File: config.mk
export PLATFORM = sky130hd
export DESIGN_NAME = os_rx_qualifier_flat
export DESIGN_NICKNAME = d
export VERILOG_FILES = /design/src/rtl/os_rx_qualifier_pkg.sv /design/src/rtl/os_rx_qualifier_if.sv /design/src/rtl/os_rx_qualifier_lane_counter.sv /design/src/rtl/os_rx_qualifier.sv /design/src/flat_wrapper.sv
export SDC_FILE = /design/constraint.sdc
export NUM_CORES = 1
export LEC_CHECK = 0
export ABC_AREA = 1
export CORE_MARGIN = 3
export CORE_UTILIZATION = 52
export CTS_BUF_LIST = sky130_fd_sc_hd__clkbuf_8 sky130_fd_sc_hd__clkbuf_16
export CTS_CLUSTER_SIZE = 30
export DETAILED_ROUTE_END_ITERATION = 7
export GPL_TIMING_DRIVEN = 0
export PLACE_DENSITY = 0.83
export SLEW_MARGIN = 20
export SYNTH_ARGS = -nofsm -noshare
export SYNTH_HDL_FRONTEND = slang
export SYNTH_HIERARCHICAL = 1
export SYNTH_SLANG_ARGS = --single-unit
File: constraint.sdc
create_clock -name clk -period 2.8 [get_ports clk]
set_clock_uncertainty 0.05 [all_clocks]
set_input_delay 0.42 -clock clk [delete_from_list [all_inputs] [get_ports clk]]
set_output_delay 0.42 -clock clk [all_outputs]
set_load 0.02 [all_outputs]
File: src/rtl/os_rx_qualifier_pkg.sv
// Shared codes and state type for the ordered-set receive qualifier.
package os_rx_qualifier_pkg;

    localparam logic [3:0] OS_SLOS1  = 4'd0;
    localparam logic [3:0] OS_SLOS2  = 4'd1;
    localparam logic [3:0] OS_G3_TS1 = 4'd2;
    localparam logic [3:0] OS_G3_TS2 = 4'd3;
    localparam logic [3:0] OS_G4_TS1 = 4'd4;
    localparam logic [3:0] OS_G4_TS2 = 4'd5;
    localparam logic [3:0] OS_G4_TS3 = 4'd6;
    localparam logic [3:0] OS_G4_TS4 = 4'd7;
    localparam logic [3:0] OS_DATA   = 4'd8;
    localparam logic [3:0] OS_NONE   = 4'd9;

    typedef enum logic [1:0] {
        ST_IDLE,
        ST_COUNT,
        ST_DONE,
        ST_TIMEOUT
    } os_q_state_t;

    // True for codes that name a real ordered set (not data / none / reserved).
    function automatic logic is_os_code(input logic [3:0] code);
        return code <= OS_G4_TS4;
    endfunction

endpackage

File: src/rtl/os_rx_qualifier_if.sv
// LTSSM <-> qualifier bundle. master = LTSSM/receive side, slave = qualifier.
// cnt_l0/cnt_l1 expose the live per-lane run lengths for observation.
interface os_rx_qualifier_if #(
    parameter int CNT_W = 5
);
    logic             lane_rx_on;
    logic [3:0]       d_sel;
    logic [3:0]       os_in_l0;
    logic [3:0]       os_in_l1;
    logic             os_rec_done;
    logic [3:0]       os_rec_code;
    logic             lane_ok_l0;
    logic             lane_ok_l1;
    logic             os_timeout;
    logic [CNT_W-1:0] cnt_l0;
    logic [CNT_W-1:0] cnt_l1;

    modport master (
        output lane_rx_on, d_sel, os_in_l0, os_in_l1,
        input  os_rec_done, os_rec_code, lane_ok_l0, lane_ok_l1, os_timeout,
        input  cnt_l0, cnt_l1
    );

    modport slave (
        input  lane_rx_on, d_sel, os_in_l0, os_in_l1,
        output os_rec_done, os_rec_code, lane_ok_l0, lane_ok_l1, os_timeout,
        output cnt_l0, cnt_l1
    );
endinterface

File: src/rtl/os_rx_qualifier_lane_counter.sv
// Per-lane consecutive ordered-set counter. Counts matches while enabled,
// holds on "no code", restarts the run on any other code. Saturates.
module os_lane_counter
    import os_rx_qualifier_pkg::*;
#(
    parameter int CNT_W = 5
) (
    input  logic             clk,
    input  logic             rst,
    input  logic             en_i,
    input  logic             clr_i,
    input  logic [3:0]       exp_code_i,
    input  logic [3:0]       os_in_i,
    input  logic [CNT_W-1:0] req_i,
    output logic [CNT_W-1:0] cnt_o,
    output logic             ok_o,
    output logic             next_ok_o
);
    localparam logic [CNT_W-1:0] CNT_MAX = '1;

    logic [CNT_W-1:0] cnt_q, cnt_d;
    logic             ok_q;

    // Next run length from this cycle's code.
    always_comb begin
        cnt_d = cnt_q;
        if (clr_i) begin
            cnt_d = '0;
        end else if (en_i) begin
            if (os_in_i == exp_code_i) begin
                if (cnt_q != CNT_MAX) cnt_d = cnt_q + 1'b1;
            end else if (os_in_i != OS_NONE) begin
                cnt_d = '0;
            end
        end
    end

    assign next_ok_o = (cnt_d >= req_i);

    // Count and qualified flag; both freeze while not enabled.
    always_ff @(posedge clk) begin
        if (rst) begin
            cnt_q <= '0;
            ok_q  <= 1'b0;
        end else begin
            cnt_q <= cnt_d;
            if (clr_i)     ok_q <= 1'b0;
            else if (en_i) ok_q <= next_ok_o;
        end
    end

    assign cnt_o = cnt_q;
    assign ok_o  = ok_q;
endmodule

File: src/rtl/os_rx_qualifier.sv
// Two-lane ordered-set qualifier: waits for the required run of the expected
// code on both lanes, or flags a timeout. Results are sticky until the LTSSM
// changes the expected code or drops receive enable.
module os_rx_qualifier
    import os_rx_qualifier_pkg::*;
#(
    parameter int REQ_CNT_SLOS = 2,
    parameter int REQ_CNT_TS   = 16,
    parameter int CNT_W        = 5,
    parameter int TIMEOUT_CYC  = 4096,
    parameter int TO_W         = 13
) (
    input  logic                clk,
    input  logic                rst,
    os_rx_qualifier_if.slave    bus
);
    if (REQ_CNT_SLOS > 2**CNT_W-1 || REQ_CNT_TS > 2**CNT_W-1) begin : g_chk_cnt
        $error("REQ_CNT_* does not fit in CNT_W");
    end
    if (TIMEOUT_CYC > 2**TO_W-1) begin : g_chk_to
        $error("TIMEOUT_CYC does not fit in TO_W");
    end

    localparam logic [TO_W-1:0] TO_LAST = TO_W'(TIMEOUT_CYC - 1);

    os_q_state_t      state_q;
    logic [3:0]       exp_code_q;
    logic [TO_W-1:0]  to_cnt_q;
    logic             done_q;
    logic [3:0]       code_q;
    logic             timeout_q;

    logic [CNT_W-1:0] req;
    logic             lane_clr, lane_en;
    logic             next_ok_l0, next_ok_l1;

    assign req      = (exp_code_q <= OS_SLOS2) ? CNT_W'(REQ_CNT_SLOS) : CNT_W'(REQ_CNT_TS);
    // Lanes restart whenever the FSM is (or is about to be) back in IDLE.
    assign lane_clr = !bus.lane_rx_on || (state_q == ST_IDLE) || (bus.d_sel != exp_code_q);
    assign lane_en  = (state_q == ST_COUNT);

    os_lane_counter #(.CNT_W(CNT_W)) u_lane0 (
        .clk(clk), .rst(rst), .en_i(lane_en), .clr_i(lane_clr),
        .exp_code_i(exp_code_q), .os_in_i(bus.os_in_l0), .req_i(req),
        .cnt_o(bus.cnt_l0), .ok_o(bus.lane_ok_l0), .next_ok_o(next_ok_l0)
    );

    os_lane_counter #(.CNT_W(CNT_W)) u_lane1 (
        .clk(clk), .rst(rst), .en_i(lane_en), .clr_i(lane_clr),
        .exp_code_i(exp_code_q), .os_in_i(bus.os_in_l1), .req_i(req),
        .cnt_o(bus.cnt_l1), .ok_o(bus.lane_ok_l1), .next_ok_o(next_ok_l1)
    );

    // Qualification FSM with timeout counter and registered result outputs.
    always_ff @(posedge clk) begin
        if (rst || !bus.lane_rx_on) begin
            state_q    <= ST_IDLE;
            exp_code_q <= OS_NONE;
            to_cnt_q   <= '0;
            done_q     <= 1'b0;
            code_q     <= OS_NONE;
            timeout_q  <= 1'b0;
        end else begin
            case (state_q)
                ST_IDLE: begin
                    if (is_os_code(bus.d_sel)) begin
                        state_q    <= ST_COUNT;
                        exp_code_q <= bus.d_sel;
                        to_cnt_q   <= '0;
                    end
                end
                ST_COUNT: begin
                    if (bus.d_sel != exp_code_q) begin
                        state_q <= ST_IDLE;
                    end else if (next_ok_l0 && next_ok_l1) begin
                        // Qualification outranks a coincident timeout.
                        state_q <= ST_DONE;
                        done_q  <= 1'b1;
                        code_q  <= exp_code_q;
                    end else if (to_cnt_q == TO_LAST) begin
                        state_q   <= ST_TIMEOUT;
                        timeout_q <= 1'b1;
                    end else begin
                        to_cnt_q <= to_cnt_q + 1'b1;
                    end
                end
                ST_DONE, ST_TIMEOUT: begin
                    if (bus.d_sel != exp_code_q) begin
                        state_q   <= ST_IDLE;
                        done_q    <= 1'b0;
                        code_q    <= OS_NONE;
                        timeout_q <= 1'b0;
                    end
                end
                default: state_q <= ST_IDLE;
            endcase
        end
    end

    assign bus.os_rec_done = done_q;
    assign bus.os_rec_code = code_q;
    assign bus.os_timeout  = timeout_q;
endmodule
File: src/flat_wrapper.sv
// flat-port wrapper written by rule: the top's interface ports become plain ports
module os_rx_qualifier_flat import os_rx_qualifier_pkg::*;
#(
    parameter int REQ_CNT_SLOS = 2,
    parameter int REQ_CNT_TS   = 16,
    parameter int CNT_W        = 5,
    parameter int TIMEOUT_CYC  = 4096,
    parameter int TO_W         = 13
)
  (clk, rst, bus_lane_rx_on, bus_d_sel, bus_os_in_l0, bus_os_in_l1, bus_os_rec_done, bus_os_rec_code, bus_lane_ok_l0, bus_lane_ok_l1, bus_os_timeout, bus_cnt_l0, bus_cnt_l1);
  os_rx_qualifier_if #(.CNT_W(CNT_W)) bus_i ();
  input  logic clk;
  input  logic rst;
  input wire logic [$bits(bus_i.lane_rx_on)-1:0] bus_lane_rx_on;
  input wire logic [$bits(bus_i.d_sel)-1:0] bus_d_sel;
  input wire logic [$bits(bus_i.os_in_l0)-1:0] bus_os_in_l0;
  input wire logic [$bits(bus_i.os_in_l1)-1:0] bus_os_in_l1;
  output wire logic [$bits(bus_i.os_rec_done)-1:0] bus_os_rec_done;
  output wire logic [$bits(bus_i.os_rec_code)-1:0] bus_os_rec_code;
  output wire logic [$bits(bus_i.lane_ok_l0)-1:0] bus_lane_ok_l0;
  output wire logic [$bits(bus_i.lane_ok_l1)-1:0] bus_lane_ok_l1;
  output wire logic [$bits(bus_i.os_timeout)-1:0] bus_os_timeout;
  output wire logic [$bits(bus_i.cnt_l0)-1:0] bus_cnt_l0;
  output wire logic [$bits(bus_i.cnt_l1)-1:0] bus_cnt_l1;
  assign bus_i.lane_rx_on = bus_lane_rx_on;
  assign bus_i.d_sel = bus_d_sel;
  assign bus_i.os_in_l0 = bus_os_in_l0;
  assign bus_i.os_in_l1 = bus_os_in_l1;
  assign bus_os_rec_done = bus_i.os_rec_done;
  assign bus_os_rec_code = bus_i.os_rec_code;
  assign bus_lane_ok_l0 = bus_i.lane_ok_l0;
  assign bus_lane_ok_l1 = bus_i.lane_ok_l1;
  assign bus_os_timeout = bus_i.os_timeout;
  assign bus_cnt_l0 = bus_i.cnt_l0;
  assign bus_cnt_l1 = bus_i.cnt_l1;
  os_rx_qualifier #(.REQ_CNT_SLOS(REQ_CNT_SLOS), .REQ_CNT_TS(REQ_CNT_TS), .CNT_W(CNT_W), .TIMEOUT_CYC(TIMEOUT_CYC), .TO_W(TO_W)) u_core (.clk(clk), .rst(rst), .bus(bus_i));
endmodule
==> results of run 1 <==
[logic make-up (layout without fill, tap and decap cells)]
logic type               after synthesis  in the layout  synth area share
buffers and inverters                 93            212             0.126
flip-flops                            37             37             0.247
AO/OA/AOI/OAI                         50             50            0.0999
AND/OR/NAND/NOR                      299            300             0.459
other                                  1              6           0.00125
XOR/XNOR                               4              4            0.0117
adder cells (fa/ha/maj)               13             13            0.0543
[through the flow]
stage,setup WS [ns],power [W],cell area [um^2],std cells
after floorplan,0.0442,0.000714,3020,502
after global placement,-0.981,0.000772,3410,604
after detailed placement,-1.11,0.000778,3410,604
after CTS,0.0124,0.00133,4240,680
after global routing,-0.544,0.00149,4590,694
final,-0.425,0.00145,4590,694
[routing by layer]
metal / GRT usage / up-vias / share of wire
met5: 0 / - / 0
met2: 0.634 / 476 / 0.46
met3: 0.0800 / 189 / 0.11
met4: 0.264 / 0 / 0.11
li1: - / 1806 / -
met1: 0.386 / 1928 / 0.32
[sequential cells by signal, summed over array words and instances, names as in the netlist]
name / cells
u_core/to_cnt_q: 13
u_core/u_lane0/cnt_o: 5
u_core/u_lane1/cnt_o: 5
u_core/bus.os_rec_code: 4
u_core/exp_code_q: 4
u_core/state_q: 2
u_core/bus.os_rec_done: 1
u_core/bus.os_timeout: 1
u_core/u_lane0/ok_o: 1
u_core/u_lane1/ok_o: 1
[cell usage in the layout (no fill, tap or decap), types with 13 or more instances in the layout]
| cell | count |
|---|---|
| nand2_1 | 141 |
| buf_4 | 71 |
| inv_1 | 65 |
| nor2_1 | 43 |
| dfxtp_1 | 27 |
| nand2_2 | 26 |
| nand3_1 | 22 |
| clkdlybuf4s50_1 | 20 |
| inv_2 | 13 |
| nor2_4 | 13 |
| nand3_2 | 13 |
| nand4_1 | 13 |
[power by group]
part	switching, W	internal [W]
Sequential	0.0000153	0.000531
Combinational	0.000243	0.000157
Clock	0.000240	0.000267
Total	0.000498	0.000956
[critical path: cells and delay by family]
family	cells	cell delay (ns)
and+or+nand+nor	12	1.27
AOI/OAI and AO/OA	3	0.66
adders and majority gates	1	0.20
buffers and inverters	7	0.82
[worst paths after layout]
| kind | end | slack (ns) | cells past startpoint |
|---|---|---|---|
| worst max-delay path | u_core/to_cnt_q[12]$_SDFFE_PP0P_ | -0.43 | 23 |
| worst min-delay path | u_core/exp_code_q[0]$_SDFFE_PP1P_ | 0.36 | 3 |
| worst max register to register | u_core/bus.os_rec_code[0]$_SDFFE_PP1P_ | -0.40 | 19 |
| worst min register to register | u_core/bus.os_rec_done$_SDFFE_PP0P_ | 0.43 | 2 |
[area by class of cell]
type | count | area, um^2 | share of cell area
well taps | 72 | 90.1 | 0.0196
multi-input cells | 373 | 2280 | 0.497
clock buffers | 5 | 68.8 | 0.0150
repair buffers | 110 | 916 | 0.200
flip-flops and latches | 37 | 773 | 0.169
repair inverters | 1 | 3.75 | 0.000818
inverters | 87 | 359 | 0.0783
plain buffers | 6 | 51.3 | 0.0112
clock inverters | 3 | 46.3 | 0.0101
[repair_timing]
action,4_1_cts,5_1_grt
setup buffers,66,17
pin swaps,26,33
gates cloned,3,0
gates resized for setup,84,72
setup endpoints to repair,23,24
==> run metrics, run 1 <==
status finished with violations; failing checks design-rule violations, negative setup slack; DRC Markers 3; largest net degree at the start of global routing 14; Total Wirelength 14000 um; final setup fails 23; via/cell ratio 6.34; Final Hold Viols 0; Antenna diodes 0; DR WL/cell 20.1 um; worst setup margin -0.425 ns; number of global-route vias before repair between 4000 and 5000; crit path capture type register; top cell type by total area after synthesis dfxtp_1; First-pass DRT Iterations 8; critical path startpoint bus_d_sel[2]; cts hold-fix bufs 0; Slew Limit Fails 0; Period Utilization, post-route 1.15; largest stage delay on the critical path ~0.28 ns; synth cell count leaders 164 x nand2_1, 78 x inv_1, 53 x nor2_1; CORE AREA about 5500 um^2; critical path cell sequence dlygate4sd2_1, inv_1, nand2_1, nand2_2, nor2_4, nand2_2, inv_2, nand3_4, a21oi_2, nand3_2, inv_2, ha_4, nand2_4, inv_2, nand4_1, o2111ai_2, nand2_2, inv_4, o21ai_4, buf_6, nand3_2, nand2_1, nor2_2; H-tree depth 2; antenna violations before repair 0; Filler cells between 300 and 400; Final Util 0.828; Die X just over 80 um; Clock Pin Slew Worst Setup and Hold Paths 0.10 ns; startpoint of the worst hold path bus_d_sel[0]; Max FO, Critical Path 7; grt ovf 0; CP max stage cell dlygate4sd2_1; CTS tree done; Post-Syn Area 2990 um^2; Clk Tree Root Cell clkbuf_8; I/O Pins 33; Clk Latency, worst-skew pair approximately 0.31 ns; clock sink count 37; count leader, synth nand2_1; Yosys top cell area share 0.247; Clock Tree Buf Depth 2; main flop type after synthesis dfxtp_1; Static Leakage between 2 and 2.5 nW; Synth Instances just under 500; die area approximately 6700 um^2; Slew HR 0.437; max-cap violations 0; first-pass GRT wire length approximately 19000 um; Worst-Margin Slew 0.835 ns; Setup CP Type input port to register; via count of the routed design approximately 4400; Post-synth EDFFs 0; Reg-to-Reg Start u_core/exp_code_q[2]$_SDFFE_PP0P_; layout cells sized above 1 0.376; Avg Inst Size Synth about 6.0 um^2; area grow syn2layout 53.2%; CTS Buf Count 5; Highest Clock Rate just over 300 MHz; Seq/Total Area, Yosys 0.247; HPWL Detailed 5480 um; post-synthesis register bit count 37; die height ~82 um; post-layout min period roughly 3.2 ns; routability cong. approximately 0.88; setup TNS -7.99 ns; I/O Buffers 30; Hold Crit Class input port to register; Rows 27; GRT Resource Usage Total 0.365; Iteration-0 DRC Markers 690; RSZ-0062 raised after global routing true; Area contributors post-synth dfxtp_1 25%, nand2_1 21%, inv_1 9.8%; Hold WS 0.358 ns; CP startpoint kind input port; fin nets 649; pwr dens between 300 and 400 nW/um^2; Worst EP arrival roughly 3.4 ns; Async SR Flop Fraction 0; antenna-violating nets left 0; Synth cell types 33; Initial Util 0.540; CP required 2.95 ns; Ys Warns 6; Max VDD drop 0.342 mV
Note: power is estimated with default switching activity, not from simulation.
==> run 2, diff against run 1 <==
--- a/config.mk
+++ b/config.mk
@@ -13,6 +13,7 @@
 export DETAILED_ROUTE_END_ITERATION = 7
 export GPL_TIMING_DRIVEN = 0
 export PLACE_DENSITY = 0.83
+export REMOVE_ABC_BUFFERS = 1
 export SLEW_MARGIN = 20
 export SYNTH_ARGS = -nofsm -noshare
 export SYNTH_HDL_FRONTEND = slang
==> run 2 against run 1 <==
  * The run ends with negative setup slack left
  * Fmax fell by 0.48%
  * Largest cell class unchanged
  * Count of clock-buffer cells in the layout rose by 1
  * Die area did not move
  * Global-route usage fell by 9.3 points
  * Sequential share of layout area rose by 0.58 points
  * Non-clock buffer count fell by 25
  * Critical path depth did not move
  * Flip-flop and latch count did not move
  * Critical path type unchanged
  * Highest routed layer unchanged
  * Final cell count fell by 3.6%
==> run metrics, run 2 (synthesis results as in run 1) <==
I/O Buffers 32; CTS tree done; worst setup margin -0.441 ns; Largest register FFs 13; Iteration-0 DRC Markers 310; H-tree depth 2; via/cell ratio approximately 5.8; Clock Tree Buf Depth 2; CP startpoint kind input port; Period Utilization, post-route 1.16; Static Leakage between 2 and 2.5 nW; Final Hold Viols 0; Worst-Margin Slew between 0.7 and 0.8 ns; cts hold-fix bufs 0; layout cells sized above 1 0.379; die height 81.9 um; pwr dens 299 nW/um^2; Clock Pin Slew Worst Setup and Hold Paths ~0.08 ns; Largest Register u_core/to_cnt_q; CORE AREA around 5500 um^2; max-cap violations 0; antenna-violating nets left 0; crit path capture type register; Worst EP arrival around 3.4 ns; fin nets between 600 and 700; Hold Crit Class register to register; Die X around 82 um; most common cell after layout, fill and taps aside nand2_1; Max FO, Critical Path 8; DRC Markers 0; first-pass GRT wire length roughly 14000 um; number of global-route vias before repair ~3400; Design Power 0.00133 W; First-pass DRT Iterations 5; largest net degree at the start of global routing 18; Total Wirelength 11800 um; post-layout min period between 3 and 4 ns; Setup CP Type input port to register; Rows 27; antenna violations before repair 0; Slew HR 0.495; I/O Pins 33; Slew Limit Fails 0; RSZ-0062 raised after global routing true; final setup fails 22; failing checks negative setup slack; Antenna diodes 0; grt ovf 0; routability cong. about 0.90; HPWL Detailed about 5300 um; GRT Resource Usage Total 0.272; clock sink count 37; CTS Buf Count 5; fin cells 669; Clk Tree Root Cell clkbuf_8; DR WL/cell roughly 18 um; Max VDD drop ~0.35 mV; Initial Util 0.540; Highest Clock Rate about 310 MHz; via count of the routed design 3906; status finished with violations; CP required between 2 and 3 ns; most frequent cells in the layout 137 x nand2_1, 61 x inv_1, 53 x buf_4; area grow syn2layout 48.6%; die area between 6000 and 7000 um^2; Cells after DPL 600; Clk Latency, worst-skew pair between 0.3 and 0.4 ns
-- run 2: cell count changes in the layout (fill, tap and decap cells not counted), sizes merged --
cell           previous run  this run
dlymetal6s2s              1         0
clkdlybuf4s15             2         5
clkinvlp                  3         2
dlygate4sd2               4         6
bufinv                    1         0
clkbuf                    8         7
buf                      86        59
clkinv                    2         3
-- run 2: report_power, final --
| group | internal [W] | leakage [nW] | switching, W | total (W) |
|---|---|---|---|---|
| clock network | 0.000200 | 0.0512 | 0.000223 | 0.000423 |
| registers | 0.000530 | 0.305 | 0.0000169 | 0.000547 |
| logic | 0.000139 | 1.65 | 0.000221 | 0.000360 |
-- run 2: worst max-delay path: stages --
cell and delay (ns):
dlygate4sd2_1 0.24, inv_1 0.08, nand2_1 0.10, nand2_1 0.08
nor2_2 0.17, nand2_2 0.11, inv_4 0.08, nand3_4 0.17
a21oi_2 0.18, nand3_2 0.10, inv_2 0.08, ha_4 0.20
nand2_2 0.10, inv_1 0.06, nand4_1 0.13, o2111ai_2 0.16
nand2_2 0.14, inv_2 0.06, o21ai_4 0.29, buf_4 0.17
nand3_1 0.08, nand2_1 0.11, nor2_1 0.07
-- run 2: area by class of cell --
| class | count | area [um^2] |
|---|---|---|
| multi-input combinational | 373 | 2350 |
| fill | 339 | 1090 |
| timing repair buffer | 91 | 774 |
| clock inverter | 2 | 13.8 |
| tap | 72 | 90.1 |
| clock buffer | 6 | 82.6 |
| sequential | 37 | 776 |
| timing repair inverter | 1 | 3.75 |
| inverter | 87 | 362 |
-- run 2: layer usage --
layer	track usage	vias to the layer above	routed length, um
met3	0.0658	105	940
met1	0.299	1771	4100
met4	0.131	0	923
li1	-	1747	-
met5	0	-	0
met2	0.487	283	5820
-- run 2: final timing paths --
path                                                        startpoint                                endpoint  slack [ns]  cells past startpoint
worst max register to register       u_core/exp_code_q[1]$_SDFFE_PP0P_         u_core/to_cnt_q[2]$_SDFFE_PP0P_       -0.41                     22
worst max-delay path                                      bus_d_sel[1]         u_core/to_cnt_q[2]$_SDFFE_PP0P_       -0.44                     23
worst min register to register  u_core/bus.os_rec_code[1]$_SDFFE_PP0P_  u_core/bus.os_rec_code[1]$_SDFFE_PP0P_        0.43                      2
worst min-delay path            u_core/bus.os_rec_code[1]$_SDFFE_PP0P_  u_core/bus.os_rec_code[1]$_SDFFE_PP0P_        0.43                      2
-- run 2: through the flow --
| step | hold WS [ns] | setup TNS [ns] | instance area (um^2) | setup WS (ns) | utilization |
|---|---|---|---|---|---|
| after floorplan | 0.412 | -1.57 | 2960 | -0.149 | - |
| after global placement | 0.405 | -23.38 | 3370 | -1.26 | 0.609 |
| after detailed placement | 0.405 | -26.06 | 3370 | -1.40 | 0.609 |
| after CTS | 0.418 | 0 | 3970 | 0.00220 | 0.717 |
| after global routing | 0.456 | -9.43 | 4450 | -0.547 | 0.803 |
| final | 0.431 | -7.04 | 4450 | -0.441 | 0.803 |
-- run 2: repair_timing --
| item | in CTS | in global routing |
|---|---|---|
| gates cloned | 2 | 0 |
| pin swaps | 19 | 41 |
| buffers inserted | 40 | 20 |
| gates resized for setup | 79 | 94 |
| hold endpoints to repair | 0 | 0 |
| setup endpoints to repair | 23 | 22 |
